### config.mk
export PLATFORM = sky130hd
export DESIGN_NAME = rpu_task_dispatch
export DESIGN_NICKNAME = d
export VERILOG_FILES = /design/src/rtl/rpu_dispatch_pkg.sv /design/src/rtl/rpu_task_dispatch_queue.sv /design/src/rtl/rpu_task_dispatch.sv
export SDC_FILE = /design/constraint.sdc
export NUM_CORES = 1
export LEC_CHECK = 0
export CELL_PAD_IN_SITES_DETAIL_PLACEMENT = 0
export CELL_PAD_IN_SITES_GLOBAL_PLACEMENT = 1
export CORE_MARGIN = 2
export CORE_UTILIZATION = 50
export DETAILED_ROUTE_END_ITERATION = 6
export PLACE_DENSITY = 0.81
export SYNTH_ARGS = -nofsm -noshare
export SYNTH_HDL_FRONTEND = slang
export SYNTH_SLANG_ARGS = --single-unit
### constraint.sdc
create_clock -name i_clk -period 5.5 [get_ports i_clk]
set_input_delay 0.55 -clock i_clk [delete_from_list [all_inputs] [get_ports i_clk]]
set_output_delay 0.55 -clock i_clk [all_outputs]
set_load 0.005 [all_outputs]
### src/rtl/rpu_dispatch_pkg.sv
// Shared types and helpers for the RPU task dispatcher.
// task_t and IDLE_DATA cover the default widths only; the top module builds its own entry struct from its parameters.
package rpu_dispatch_pkg;

  localparam int unsigned PTW_D      = 16;
  localparam int unsigned MTW_D      = 0;
  localparam int unsigned TREE_NUM_D = 4;
  localparam int unsigned TNB_D      = $clog2(TREE_NUM_D);
  localparam int unsigned DW_D       = MTW_D + PTW_D;

  typedef enum logic [1:0] {
    OP_NOP     = 2'b00,
    OP_PUSH    = 2'b01,
    OP_POP     = 2'b10,
    OP_REPLACE = 2'b11
  } op_e;

  typedef struct packed {
    op_e               op;
    logic [TNB_D-1:0]  tree_id;
    logic [DW_D-1:0]   data;
  } task_t;

  localparam logic [DW_D-1:0] IDLE_DATA = '1;

  // Injection slot of a tree; level is a power of two.
  function automatic int unsigned slot_of(input int unsigned tree_id, input int unsigned level);
    return tree_id & (level - 1);
  endfunction

endpackage

### src/rtl/rpu_task_dispatch_queue.sv
// Per-port synchronous FIFO with a head-visible read port and occupancy count.
module task_queue #(
  parameter int unsigned DEPTH = 8,
  parameter int unsigned W     = 18
) (
  input  logic                   clk,
  input  logic                   rst,
  input  logic                   wr_en,
  input  logic [W-1:0]           wr_data,
  input  logic                   rd_en,
  output logic [W-1:0]           head_c,
  output logic [$clog2(DEPTH):0] count,
  output logic                   full_c,
  output logic                   empty_c
);

  localparam int unsigned AW = $clog2(DEPTH);
  localparam int unsigned CW = AW + 1;

  logic [W-1:0]  mem [DEPTH];
  logic [AW-1:0] wr_ptr;
  logic [AW-1:0] rd_ptr;
  logic          do_wr;
  logic          do_rd;

  assign full_c  = (count == CW'(DEPTH));
  assign empty_c = (count == '0);
  assign head_c  = mem[rd_ptr];
  assign do_wr   = wr_en & ~full_c;
  assign do_rd   = rd_en & ~empty_c;

  // Pointers wrap naturally since DEPTH is a power of two.
  always_ff @(posedge clk or posedge rst) begin
    if (rst) begin
      wr_ptr <= '0;
      rd_ptr <= '0;
      count  <= '0;
    end else begin
      if (do_wr) wr_ptr <= wr_ptr + AW'(1);
      if (do_rd) rd_ptr <= rd_ptr + AW'(1);
      case ({do_wr, do_rd})
        2'b10:   count <= count + CW'(1);
        2'b01:   count <= count - CW'(1);
        default: count <= count;
      endcase
    end
  end

  always_ff @(posedge clk) begin
    if (do_wr) mem[wr_ptr] <= wr_data;
  end

endmodule

### src/rtl/rpu_task_dispatch.sv
// Per-port command queues dispatched onto LEVEL RPU injection slots,
// one arbiter per slot, held off while ring traffic owns the slot.
module rpu_task_dispatch
  import rpu_dispatch_pkg::*;
#(
  parameter int unsigned PTW      = 16,
  parameter int unsigned MTW      = 0,
  parameter int unsigned TREE_NUM = 4,
  parameter int unsigned LEVEL    = 4,
  parameter int unsigned PORTS    = 4,
  parameter int unsigned DEPTH    = 8,
  parameter int unsigned ARB_MODE = 0,
  localparam int unsigned TNB     = (TREE_NUM > 1) ? $clog2(TREE_NUM) : 1,
  localparam int unsigned DW      = MTW + PTW,
  localparam int unsigned CW      = $clog2(DEPTH) + 1
) (
  input  logic                 i_clk,
  input  logic                 i_arst,
  input  logic [PORTS-1:0]     i_valid,
  output logic [PORTS-1:0]     o_ready,
  input  logic [2*PORTS-1:0]   i_op,
  input  logic [TNB*PORTS-1:0] i_tree_id,
  input  logic [DW*PORTS-1:0]  i_data,
  input  logic [LEVEL-1:0]     i_slot_busy,
  output logic [LEVEL-1:0]     o_rpu_push,
  output logic [LEVEL-1:0]     o_rpu_pop,
  output logic [TNB*LEVEL-1:0] o_rpu_tree_id,
  output logic [DW*LEVEL-1:0]  o_rpu_data,
  output logic [CW*PORTS-1:0]  o_fifo_count
);

  localparam int unsigned PW = (PORTS > 1) ? $clog2(PORTS) : 1;
  localparam int unsigned EW = 2 + TNB + DW;

  typedef struct packed {
    op_e            op;
    logic [TNB-1:0] tree_id;
    logic [DW-1:0]  data;
  } entry_t;

  entry_t           head     [PORTS];
  logic [PORTS-1:0] empty;
  logic [PORTS-1:0] full;
  logic [PORTS-1:0] deq;
  logic [PORTS-1:0] phase;
  logic [PORTS-1:0] granted;
  logic [LEVEL-1:0] win_valid;
  logic [PW-1:0]    win_port [LEVEL];

  for (genvar p = 0; p < PORTS; p++) begin : g_port
    logic [EW-1:0] head_raw;
    logic          enq;
    logic          phase_q;

    // Nop commands are accepted but never stored.
    assign enq        = i_valid[p] & ~full[p] & (i_op[2*p +: 2] != OP_NOP);
    assign o_ready[p] = ~full[p];
    assign head[p]    = entry_t'(head_raw);
    assign phase[p]   = phase_q;
    assign deq[p]     = granted[p] & ((head[p].op != OP_REPLACE) | phase_q);

    task_queue #(.DEPTH(DEPTH), .W(EW)) u_queue (
      .clk     (i_clk),
      .rst     (i_arst),
      .wr_en   (enq),
      .wr_data ({i_op[2*p +: 2], i_tree_id[TNB*p +: TNB], i_data[DW*p +: DW]}),
      .rd_en   (deq[p]),
      .head_c  (head_raw),
      .count   (o_fifo_count[CW*p +: CW]),
      .full_c  (full[p]),
      .empty_c (empty[p])
    );

    // Replace: phase 0 issues the pop and keeps the head, phase 1 issues the push.
    always_ff @(posedge i_clk or posedge i_arst) begin
      if (i_arst)                                    phase_q <= 1'b0;
      else if (granted[p] && head[p].op == OP_REPLACE) phase_q <= ~phase_q;
    end
  end

  always_comb begin
    granted = '0;
    for (int r = 0; r < LEVEL; r++) begin
      if (win_valid[r]) granted[win_port[r]] = 1'b1;
    end
  end

  for (genvar r = 0; r < LEVEL; r++) begin : g_slot
    logic [PORTS-1:0] cand;
    logic [PW-1:0]    idx;
    logic [PW-1:0]    rr_ptr;
    logic             wv;
    logic [PW-1:0]    wp;
    logic             push_q;
    logic             pop_q;
    logic [TNB-1:0]   tree_q;
    logic [DW-1:0]    data_q;

    always_comb begin
      cand = '0;
      for (int p = 0; p < PORTS; p++) begin
        cand[p] = ~empty[p] && (slot_of(32'(head[p].tree_id), LEVEL) == r);
      end
    end

    // Descending scan so the lowest offset from the search start wins.
    always_comb begin
      wv  = 1'b0;
      wp  = '0;
      idx = '0;
      if (!i_slot_busy[r]) begin
        for (int k = PORTS - 1; k >= 0; k--) begin
          idx = (ARB_MODE == 1) ? PW'(k) : PW'((32'(rr_ptr) + 32'(k)) % PORTS);
          if (cand[idx]) begin
            wv = 1'b1;
            wp = idx;
          end
        end
      end
    end

    assign win_valid[r] = wv;
    assign win_port[r]  = wp;

    always_ff @(posedge i_clk or posedge i_arst) begin
      if (i_arst)  rr_ptr <= '0;
      else if (wv) rr_ptr <= (32'(wp) == PORTS - 1) ? '0 : wp + PW'(1);
    end

    always_ff @(posedge i_clk or posedge i_arst) begin
      if (i_arst) begin
        push_q <= 1'b0;
        pop_q  <= 1'b0;
        tree_q <= '0;
        data_q <= '1;
      end else begin
        push_q <= 1'b0;
        pop_q  <= 1'b0;
        tree_q <= '0;
        data_q <= '1;
        if (wv) begin
          tree_q <= head[wp].tree_id;
          case (head[wp].op)
            OP_PUSH: begin
              push_q <= 1'b1;
              data_q <= head[wp].data;
            end
            OP_POP: pop_q <= 1'b1;
            OP_REPLACE: begin
              if (phase[wp]) begin
                push_q <= 1'b1;
                data_q <= head[wp].data;
              end else begin
                pop_q  <= 1'b1;
              end
            end
            default: ;
          endcase
        end
      end
    end

    assign o_rpu_push[r]               = push_q;
    assign o_rpu_pop[r]                = pop_q;
    assign o_rpu_tree_id[TNB*r +: TNB] = tree_q;
    assign o_rpu_data[DW*r +: DW]      = data_q;
  end

endmodule

==> results of run 1 <==
kinds of logic (layout without fill, tap and decap cells):
logic type / count (synthesis) / in the layout / share of synthesized area
adders and majority gates: 40 / 40 / 0.0164
muxes: 348 / 348 / 0.169
DFF: 772 / 772 / 0.698
and+or+nand+nor: 248 / 248 / 0.0378
buffers and inverters: 137 / 433 / 0.0176
xor gates and xnor gates: 36 / 36 / 0.00974
AOI/OAI and AO/OA: 215 / 215 / 0.0519
other: 1 / 6 / 0.000116
state kept, by name (all words and copies together) (netlist names):
| register | count |
|---|---|
| g_port.u_queue.mem | 640 |
| g_slot.data_q | 64 |
| g_port.u_queue.count | 16 |
| g_port.u_queue.rd_ptr | 12 |
| g_port.u_queue.wr_ptr | 12 |
| g_slot.rr_ptr | 8 |
| g_slot.tree_q | 8 |
| g_port.phase_q | 4 |
| g_slot.pop_q | 4 |
| g_slot.push_q | 4 |
power by group through the flow:
stage          registers (uW)  logic (uW)  clock network (uW)
2_1_floorplan            7750        6540                   0
3_3_place_gp             8000        9280                   0
3_5_place_dp             8040        9420                   0
4_1_cts                  7940        9480                5440
5_1_grt                  8030       10200                5670
6_report                 7940        9530                5340
cells in the final DEF (no fill, tap or decap), drive strengths merged, types with 40 or more instances in the layout:
cell type	instances
buf	64
mux4	154
clkbuf	102
nor2	50
dfstp	64
mux2i	154
mux2	40
edfxtp	640
dfrtp	68
nand2	75
clkdlybuf4s50	189
cell type report:
type / instances / area [um2]
Antenna cell: 2 / 5.00
Clock buffer: 102 / 2140
Clock inverter: 46 / 470
Fill cell: 4655 / 26100
Inverter: 32 / 128
Multi-Input combinational cell: 891 / 9360
Sequential cell: 772 / 22600
Tap cell: 855 / 1070
Timing Repair Buffer: 253 / 2370
critical path: cells and delay by family, from the launching register on:
| family | cells | cell delay, ns |
|---|---|---|
| xor+xnor | 2 | 0.28 |
| buf+inv | 2 | 0.70 |
| flops | 1 | 0.42 |
| fa+ha+maj | 3 | 0.82 |
| simple gates | 2 | 0.17 |
| compound gates | 9 | 2.50 |
layer usage:
layer	routed length [um]	vias up
met5	13	-
met2	38200	794
li1	-	7698
met4	1760	2
met3	6920	98
met1	31800	9247
per-stage QoR:
step           hold slack, ns  cells  instance area [um2]   util  worst slack (ns)
3_3_place_gp            0.503   2803                35500  0.553             0.661
6_report                0.357   2953                38200  0.594             0.484
3_5_place_dp            0.516   2803                35500  0.553             0.554
4_1_cts                 0.368   2951                38100  0.594             0.509
2_1_floorplan           0.466   1800                32400      -             0.853
5_1_grt                 0.390   2952                38100  0.594             0.130
final timing paths:
kind,slack [ns],to
setup / recovery,0.48,g_port[3].u_queue.count[3]
hold reg to reg,0.52,g_port[1].u_queue.wr_ptr[0]
max in group asynchronous,4.08,g_port[2].u_queue.rd_ptr[0]
hold / removal,0.36,g_slot[0].tree_q[0]
setup reg to reg,0.48,g_port[3].u_queue.count[3]
min in group i_clk,0.52,g_port[1].u_queue.wr_ptr[0]
==> reports/qor_table.md, run 1 <==
| Item | Value |
| --- | --- |
| Fraction of synthesis flops using an asynchronous set or reset pin | 0.171 |
| Fraction of synthesized cell area taken by the top area cell type | 0.593 |
| Top cells by count, synth | 640 x sky130_fd_sc_hd__edfxtp_1, 154 x sky130_fd_sc_hd__mux2i_1, 154 x sky130_fd_sc_hd__mux4_2 |
| Post-layout nets | 2160 |
| Power per Cell Area | 598 nW/um2 |
| Number of cells upsized or downsized after cts | 0 |
| CTS Buf Count | 80 |
| Met3 Track Usage GR | 0.0536 |
| Vias | 17800 |
| Avg Inst Size Synth | 18.0 um2 |
| Synth Flop Type | sky130_fd_sc_hd__edfxtp_1 |
| Number of slew-limit violations in the final report | 0 |
| Router iterations before antenna repair | 7 |
| Grt ovf | 0 |
| CP max stage delay | 0.57 ns |
| Die ar. | 66800 um2 |
| Number of distinct library cells after synthesis | 72 |
| Global routing's busiest layer | met2 |
| Hold buffers post-CTS | 0 |
| Die height | 259 um |
| Iteration-0 DRC count of the detailed router | 1897 |
| Worst slew margin relative to its limit | 0.245 |
| Pint | 14400 uW |
| Count of buffers from port buffering | 189 |
| Clock Pin Slew Worst Setup and Hold Paths | 0.06 ns |
| Post-layout min period | 5.02 ns |
| Comb pwr share | 0.418 |
| Path depth of the worst reg2reg path | 18 |
| Sequential Power Share | 0.348 |
| Boundary pin count | 190 |
| Type of the tightest min-delay check | in -> async |
| Die extent in x | 259 um |
| Combined global-route utilization of all metal layers | 0.238 |
| R2R Path Start | g_port[1].u_queue.rd_ptr[1] |
| Req. time, crit path | 6.01 ns |
| Met1 track demand over resource | 0.330 |
| Arrival time of the worst setup path | 5.53 ns |
| Cell with the most instances after synthesis | sky130_fd_sc_hd__edfxtp_1 |
| Number of synthesized register bits | 772 |
| Setup crit end kind | flip-flop |
| RSZ-0062 raised after global routing | false |
| Global-route wire length before repair | 116000 um |
| Cell with the largest stage delay on the worst path | sky130_fd_sc_hd__o211ai_1 |
| Max-cap viol count | 0 |
| Floorplan Core Area | 64200 um2 |
| Post-layout total power | 22800 uW |
| Number of clock sinks | 772 |
| Count of final hold-check violations | 0 |
| Largest voltage drop on the vdd net | 423 uV |
| Clock network fraction of total power | 0.234 |
| Switching pwr | 8430 uW |
| H-tree level count | 3 |
| Signed area change from the synthesized netlist to the final layout | 17.8% |
| Setup Buffers After CTS | 0 |
| Number of buffers on the longest clock path | 3 |
| Wirelength, routed | 78700 um |
| Sw frac | 0.369 |
| Element type at the critical path start | flip-flop |
| Met2 layer usage reported by global route | 0.379 |
| EDFF count, synth | 640 |
| Via-per-instance ratio | 6.04 |
| Layout cells sized above 1 | 0.228 |
| Period utilisation layout | 0.912 |
| Post-Route Skew | 0.0354 ns |
| Largest net degree at the start of global routing | 56 |
| Number of standard cells after synthesis | 1797 |
| Cell area after technology mapping | 32400 um2 |
| Clock tree from TritonCTS | yes |
| Initial standard-cell utilization of the core | 0.504 |
| Run status | finished clean |
| Critical path startpoint | g_port[1].u_queue.rd_ptr[1] |
| Yosys warns | 0 |
| Main area contributors after synthesis | sky130_fd_sc_hd__edfxtp_1 59%, sky130_fd_sc_hd__mux4_2 11%, sky130_fd_sc_hd__dfrtp_1 5.3% |
| Global placement routability congestion | 0.882 |
| Library cell occupying the most area in the post-synthesis netlist | sky130_fd_sc_hd__edfxtp_1 |
| DRC violation count after routing | 0 |
| Slew at the pin closest to its max-slew limit | 1.13 ns |
| Critical-path cell list | buf_4 > nor2_1 > a22o_1 > o211ai_1 > a21oi_1 > o31ai_1 > a311o_2 > inv_1 > ha_1 > a22oi_1 > a21oi_1 > ha_1 > ha_1 > a21o_1 > a21oi_1 > xnor2_1 > nor2_1 > xor2_1 |
| Clock root buffer master | sky130_fd_sc_hd__clkbuf_16 |
| LEAKAGE | 0.0132 uW |
| Number of standard-cell rows in the floorplan | 93 |
| Number of global-route vias before repair | 17900 |
| Detailed Place HPWL | 50400 um |
| Initial antenna violation count | 6 |
| Clock latency at the later pin of the worst-skew pair | 0.65 ns |
| Average wire per cell in the routed design | 26.6 um |
| Setup TNS Final | 0 ns |
| Upper clock frequency limit | 199 MHz |
| Sequential element share of the synthesized area | 0.698 |
| Critical path class | reg -> reg |
| ANT nets after route | 0 |
| Maximum net fanout on the critical path | 42 |
| Number of setup violations in the final report | 0 |
Power figures use the tool's default switching activity.
==> inputs of run 2 (changes only) <==
--- a/config.mk
+++ b/config.mk
@@ -11,6 +11,7 @@
 export CORE_UTILIZATION = 50
 export DETAILED_ROUTE_END_ITERATION = 6
 export PLACE_DENSITY = 0.81
+export SLEW_MARGIN = 20
 export SYNTH_ARGS = -nofsm -noshare
 export SYNTH_HDL_FRONTEND = slang
 export SYNTH_SLANG_ARGS = --single-unit
==> results of run 2 <==
Same layout as run 1: the final DEF is identical, and so are final timing and power.
